--- src/rtl/session_reg_resp_tx.sv ---
// Session registration response transmitter: captures a parsed request and streams an
// accept/reject Ethernet frame byte-serially. Define RESP_BYTE_CNT_EN to prepend a 2-byte count.
module session_reg_resp_tx #(
    parameter logic [47:0] LOCAL_MAC         = 48'h02_00_00_00_00_01,
    parameter logic [15:0] ETHER_TYPE        = 16'h88B5,
    parameter logic [15:0] MSG_TYPE_ACCEPT   = 16'h0002,
    parameter logic [15:0] MSG_TYPE_REJECT   = 16'h0003,
    parameter int unsigned MAX_SESSION_ID    = 63,
    parameter logic [7:0]  REJECT_REASON_SID = 8'h01
) (
    input  logic        clk,
    input  logic        rst,
    input  logic        req_valid,
    output logic        req_ready,
    input  logic [31:0] req_request_id,
    input  logic [7:0]  req_session_id,
    input  logic [47:0] req_src_mac,
    output logic [7:0]  m_axis_tdata,
    output logic        m_axis_tvalid,
    input  logic        m_axis_tready,
    output logic        m_axis_tlast,
    output logic        busy,
    output logic [15:0] accept_cnt,
    output logic [15:0] reject_cnt
);

    typedef enum logic [1:0] {
        StIdle = 2'd0,
        StSend = 2'd1
`ifdef RESP_BYTE_CNT_EN
        , StCnt = 2'd2
`endif
    } state_e;

    localparam logic [4:0] LastAccept = 5'd19;
    localparam logic [4:0] LastReject = 5'd20;

    state_e       state_q, state_d;
    logic [4:0]   idx_q, idx_d;
    logic [47:0]  dest_mac_q;
    logic [31:0]  request_id_q;
    logic         reject_q;
    logic [15:0]  accept_cnt_q, reject_cnt_q;

    logic         capture;
    logic         frame_done;
    logic [4:0]   last_idx;
    logic [167:0] frame;
    logic [7:0]   sel_lsb;

    assign req_ready  = (state_q == StIdle) && !rst;
    assign capture    = req_valid && req_ready;
    assign busy       = (state_q != StIdle);
    assign last_idx   = reject_q ? LastReject : LastAccept;
    assign frame_done = (state_q == StSend) && m_axis_tready && (idx_q == last_idx);
    assign accept_cnt = accept_cnt_q;
    assign reject_cnt = reject_cnt_q;

    // Whole frame as one MSB-first vector; the reason byte sits in the lowest 8 bits and is
    // only reached by reject frames since accept frames stop at index 19.
    assign frame = {dest_mac_q, LOCAL_MAC, ETHER_TYPE,
                    reject_q ? MSG_TYPE_REJECT : MSG_TYPE_ACCEPT,
                    request_id_q, REJECT_REASON_SID};
    assign sel_lsb = 8'd160 - {idx_q, 3'b000};

    always_comb begin
        state_d       = state_q;
        idx_d         = idx_q;
        m_axis_tvalid = 1'b0;
        m_axis_tlast  = 1'b0;
        m_axis_tdata  = 8'h00;
        unique case (state_q)
            StIdle: begin
                idx_d = '0;
                if (capture) begin
`ifdef RESP_BYTE_CNT_EN
                    state_d = StCnt;
`else
                    state_d = StSend;
`endif
                end
            end
`ifdef RESP_BYTE_CNT_EN
            StCnt: begin
                m_axis_tvalid = 1'b1;
                m_axis_tdata  = idx_q[0] ? (reject_q ? 8'd21 : 8'd20) : 8'h00;
                if (m_axis_tready) begin
                    if (idx_q[0]) begin
                        idx_d   = '0;
                        state_d = StSend;
                    end else begin
                        idx_d = idx_q + 5'd1;
                    end
                end
            end
`endif
            StSend: begin
                m_axis_tvalid = 1'b1;
                m_axis_tdata  = frame[sel_lsb +: 8];
                m_axis_tlast  = (idx_q == last_idx);
                if (m_axis_tready) begin
                    if (idx_q == last_idx) begin
                        idx_d   = '0;
                        state_d = StIdle;
                    end else begin
                        idx_d = idx_q + 5'd1;
                    end
                end
            end
            default: begin
                idx_d   = '0;
                state_d = StIdle;
            end
        endcase
    end

    always_ff @(posedge clk) begin
        if (rst) begin
            state_q      <= StIdle;
            idx_q        <= '0;
            dest_mac_q   <= '0;
            request_id_q <= '0;
            reject_q     <= 1'b0;
            accept_cnt_q <= '0;
            reject_cnt_q <= '0;
        end else begin
            state_q <= state_d;
            idx_q   <= idx_d;
            if (capture) begin
                dest_mac_q   <= req_src_mac;
                request_id_q <= req_request_id;
                reject_q     <= 32'(req_session_id) > MAX_SESSION_ID;
            end
            if (frame_done) begin
                if (reject_q) begin
                    if (reject_cnt_q != 16'hFFFF) reject_cnt_q <= reject_cnt_q + 16'd1;
                end else begin
                    if (accept_cnt_q != 16'hFFFF) accept_cnt_q <= accept_cnt_q + 16'd1;
                end
            end
        end
    end

endmodule

--- config.mk ---
export PLATFORM = sky130hd
export DESIGN_NAME = session_reg_resp_tx
export DESIGN_NICKNAME = d
export VERILOG_FILES = /design/src/rtl/session_reg_resp_tx.sv
export SDC_FILE = /design/constraint.sdc
export NUM_CORES = 1
export LEC_CHECK = 0
export CAP_MARGIN = 20
export CORE_ASPECT_RATIO = 2
export CORE_MARGIN = 3
export CORE_UTILIZATION = 46
export DETAILED_ROUTE_END_ITERATION = 10
export GPL_TIMING_DRIVEN = 1
export PLACE_DENSITY_LB_ADDON = 0.2
export SYNTH_ARGS = -nofsm -noshare
export SYNTH_HDL_FRONTEND = slang
export SYNTH_SLANG_ARGS = --single-unit
--- constraint.sdc ---
create_clock -name clk -period 2.9 [get_ports clk]
set_input_delay 0.58 -clock clk [delete_from_list [all_inputs] [get_ports clk]]
set_output_delay 0.58 -clock clk [all_outputs]
set_load 0.02 [all_outputs]
# After elaboration in Yosys (flattened, before gate mapping)
# Cells that the tools add are included.
[word_totals]
ff_bits = 120
wordCells = 43
[op_classes]
reduce_logical = 11
n_mux = 10
eq_ne = 7
n_lt_le_gt_ge = 1
shifts = 1
add_sub_neg = 4
bitwise_logic = 2
[ops]
columns = ["cell", "n"]
rows = [
  ["168-bit by 9-bit indexed part select with 8-bit output", 1],
  ["16-bit by 1-bit adder with 16-bit output (second input constant)", 2],
  ["16-bit inequality test (second input constant)", 2],
  ["3-bit AND reduction", 3],
  ["8-bit by 6-bit > comparator with 1-bit output (second input constant)", 1],
  ["8-bit 2-to-1 mux", 1],
  ["8-bit subtractor (first input constant)", 1],
  ["2-bit 2-to-1 mux", 3],
  ["5-bit by 1-bit adder with 5-bit output (second input constant)", 1],
  ["5-bit == test", 1],
  ["5-bit 2-to-1 mux", 1],
  ["1-bit logical AND", 4],
  ["2-bit inequality test (second input constant)", 2],
  ["2-bit case mux with 2 select lines", 1],
  ["1-bit 2-to-1 mux", 3],
  ["3-bit 2-to-1 mux", 1],
  ["2-bit by 1-bit == test with 1-bit output (second input constant)", 1],
  ["2-bit logical NOT", 1],
  ["2-bit by 1-bit inequality test with 1-bit output (second input constant)", 1],
  ["1-bit inverter", 2],
  ["2-bit nonzero test", 1],
  ["2-bit OR reduction", 1],
  ["1-bit logical NOT", 1],
]

# Depth between registers and ports, before layout
[logic_depth]
ltp_word = 5
mapped_depth = 11

# Worst setup path after synthesis
# No wires, ideal clock.
[synth_path]
path_kind = "register to output"
from = "register idx_q[0]"
to = "output m_axis_tdata[2]"
path_stages_with_launch = 12
t_arrival_ps = 2551
t_required_ps = 2320
path_slack_ps = -231
path_cell_list = "dfxtp_1 > buf_6 > buf_2 > inv_1 > ha_1 > buf_4 > xor2_1 > buf_2 > a21oi_1 > o22ai_1 > o21ai_0 > a211oi_1"
[synth_via]
elab_chain_cells = 3
[synth_lines]
columns = ["item", "line_no", "text"]
rows = [
  ["start, declared", "39", "logic [4:0] idx_q, idx_d;"],
  ["start signal, assigned", "128", "idx_q <= idx_d;"],
  ["8-bit subtractor", "64", "assign sel_lsb = 8'd160 - {idx_q, 3'b000};"],
  ["168-bit by 9-bit indexed part select with 8-bit output", "99", "m_axis_tdata = frame[sel_lsb +: 8];"],
  ["8-bit 2-to-1 mux", "72", "unique case (state_q)"],
  ["end, declared", "18", "output logic [7:0] m_axis_tdata,"],
]
# Every way passes these cells.

# Worst setup path in the final report
[layout_path]
from = "register idx_q[0]"
to = "output m_axis_tdata[3]"
# The elaborated chain is that of the path after synthesis.

==> key figures <==
Pwr
  – Leak: 3.12 nW
  – Power per cell area: 517 mW/mm2
  – Overall Power: 0.00446 W
  – Worst VDD drop: 0.481 mV

GRT
  – Vias in the first global route: 5802
  – Total GRT Usage: 0.248
  – Pin count of the biggest net entering global routing: 116
  – Initial antenna violation count: 0
  – First-pass GRT wire length: 28100 um
  – GRT overflow: 0

Finish
  – Storage cell area: 0.00239 mm2
  – Layout Utilization: 0.680
  – Area of the multi-input gates: 0.00358 mm2
  – Fin nets: 965
  – FILL cells: 1013
  – Share of cells above drive strength 1: 0.177
  – Synthesis-to-layout area growth: 43.6%
  – Number of diodes: 0

CTS
  – CTS max path bufs: 2
  – TritonCTS Buffers: 17
  – # H-tree levels: 4
  – Clock Pin Slew Worst Setup and Hold Paths: 0.06 ns
  – Worst-Skew Late Latency: 0.41 ns
  – Clock sink count: 119
  – CTS root buf: clkbuf_16
  – CTS tree: done

Floorplan
  – Io pins: 136
  – Placeable Area: 0.0127 mm2
  – Die Span Y: 168 um
  – Die Footprint: 0.0146 mm2
  – Die Width: 86.9 um
  – Initial core utilization: 0.474
  – # rows: 58

STA
  – Max-slew violations: 0
  – Fmax: 0.346 GHz
  – # setup viols final: 0
  – Least-Margin Pin Slew: 0.978 ns
  – Final min period: 2.89 ns
  – Count of final hold-check violations: 0
  – Rel. slew slack: 0.348
  – Final period util: 0.998
  – RSZ-0062 raised after global routing: true
  – Clock Skew: 0.00694 ns

Setup path
  – Crit. End Element: output pin
  – Startpoint Class: flip-flop
  – FF-to-FF setup slack: 0.71 ns
  – Crit path kind: reg2out
  – Reg-to-Reg Start: accept_cnt[0]
  – R2r endpoint: accept_cnt[1]
  – Arr. time, crit path: 2.31 ns
  – Cells on worst reg2reg path: 6
  – Worst-path maximum fanout: 5
  – CP Data Required Time: 2.32 ns

Drt
  – DRT antenna net count: 0
  – Met2 routed WL: 10400 um
  – Final WL: 17900 um
  – Top routing layer in use: met4
  – Initial detailed-routing violation count: 340
  – Post-DR wirelength/cell: 17.4 um
  – M1 WL: 6220 um
  – DR vias: 5666
  – Post-DR vias/cell: 5.50
  – First drt pass iteration count: 5
  – Drt drc: 0
  – Met3 wire len: 663 um

Logic synthesis
  – Synth async-reset ratio: 0
  – Sequential-to-total area share from yosys stat: 0.396
  – #FFs+latches synth: 119
  – Synth top area share: 0.396
  – Main flop type after synthesis: dfxtp_1
  – Cell taking the most area after synthesis: dfxtp_1
  – Synth Area per Inst: 8.38 um2
  – Yosys warning total: 0
  – Synth top area cells: dfxtp_1, nand2b_1, o21ai_0, nand2_1, mux4_2
  – Post-synth top cells: dfxtp_1, nand2_1, o21ai_0, nand2b_1, nor2_1
  – Post-Syn Instances: 718
  – Library cells used by synthesis: 63
  – Mapped cell area: 0.00602 mm2
  – Top-count cell post-synth: dfxtp_1
  – Syn nets: 816
  – EDFF count, synth: 0

Place
  – Detailed placer's ending HPWL: 13100 um
  – PortBufs: 129
  – GPL Wtd Cong: 0.941

Worst hold path
  – Hold Crit Class: reg2reg
  – Hold EP: dest_mac_q[24]
  – Hold_sp: dest_mac_q[24]
  – Hold path cells: 2

Run status
  – Status: complete, no violations

Job
  – Max_cap viols: 0
[placed cells by master (no fill, tap or decap), types with 3 or more instances in the layout]
master,netlist,final
bufinv_16,0,4
and3_1,7,7
xor2_1,15,14
xnor2_1,15,14
clkinv_4,0,4
nand2b_1,83,83
buf_4,3,41
clkdlybuf4s50_1,0,119
a221o_1,3,3
mux2i_1,14,12
o21ai_2,1,3
nor2_1,46,44
or3_1,7,6
clkinvlp_4,0,3
and2_1,4,3
buf_12,0,4
o21ai_0,92,88
nand3_1,15,14
ha_1,6,4
nand2_1,102,101
and4b_1,3,3
nor3_1,12,9
a21oi_2,0,5
buf_6,3,11
mux4_2,8,8
nand4_1,17,17
o211ai_1,4,4
a21oi_1,33,27
clkbuf_16,0,19
dfxtp_1,119,116
a221oi_1,4,4
[worst max-delay path by stage]
stage / cells after the start / slack (ns) / end / start
floorplan: 10 / -0.02 / m_axis_tdata[2] / idx_q[0]
global placement: 8 / -0.28 / m_axis_tdata[2] / idx_q[0]
detailed placement: 8 / -0.32 / m_axis_tdata[2] / idx_q[0]
CTS: 9 / 0.01 / m_axis_tdata[3] / idx_q[0]
global route: 9 / -0.08 / m_axis_tdata[1] / idx_q[0]
finish: 9 / 0.007 / m_axis_tdata[3] / idx_q[0]
[kinds of logic after synthesis]
logic type,after synthesis,synth area share
xor gates and xnor gates,31,0.0464
buffers and inverters,57,0.0451
DFF,119,0.396
and+or+nand+nor,319,0.284
adders and majority gates,6,0.0125
muxes,22,0.0532
AOI/OAI and AO/OA,164,0.163
[power breakdown]
part | internal [W] | switching (W) | total [W]
logic | 0.000266 | 0.000211 | 0.000477
clock network | 0.00145 | 0.000773 | 0.00222
registers | 0.00172 | 0.0000530 | 0.00177
[through the flow]
step                cell area (um2)  std cells  TNS (ns)  setup slack [ns]  hold WS (ns)
floorplan                      6050        718   -0.0224           -0.0224         0.445
global placement               7580        982     -1.67            -0.278         0.457
detailed placement             7580        982     -2.10            -0.323         0.463
CTS                            8430       1022         0            0.0108         0.473
global route                   8640       1030    -0.344           -0.0794         0.494
finish                         8640       1030         0           0.00661         0.470
[state kept, by name, indices dropped and copies added (netlist names)]
signal / flops
dest_mac_q: 48
accept_cnt: 16
reject_q: 1
reject_cnt: 16
idx_q: 5
state_q: 1
request_id_q: 32
[layout make-up]
type / instances / share of cell area
clock buffers: 18 / 0.0497
repair buffers: 183 / 0.212
multi-input cells: 542 / 0.414
inverters: 4 / 0.00232
well taps: 150 / 0.0217
flip-flops and latches: 119 / 0.276
clock inverters: 14 / 0.0232
[timing repair]
item	4_1_cts	5_1_grt
setup endpoints to repair	8	9
gates cloned	0	3
hold buffers	0	0
buffers inserted	9	5
pin swaps	7	7
resized for setup	80	33
endpoints found under the hold margin	0	0
[layer usage]
layer  GRT usage  up-vias
met4       0.125        0
met2       0.470      171
li1            -     2798
met1       0.247     2663
met5           0        -
met3      0.0423       34
[critical path, cell delays in order, from the launching register on]
cell and delay (ns):
dfxtp_4 0.37, inv_4 0.05, ha_4 0.19, buf_6 0.14, xnor2_4 0.13, and3_1 0.18, a311o_1 0.33, a311oi_2 0.27
nor3_2 0.08, buf_4 0.17
(Power assumes the default switching activity.)
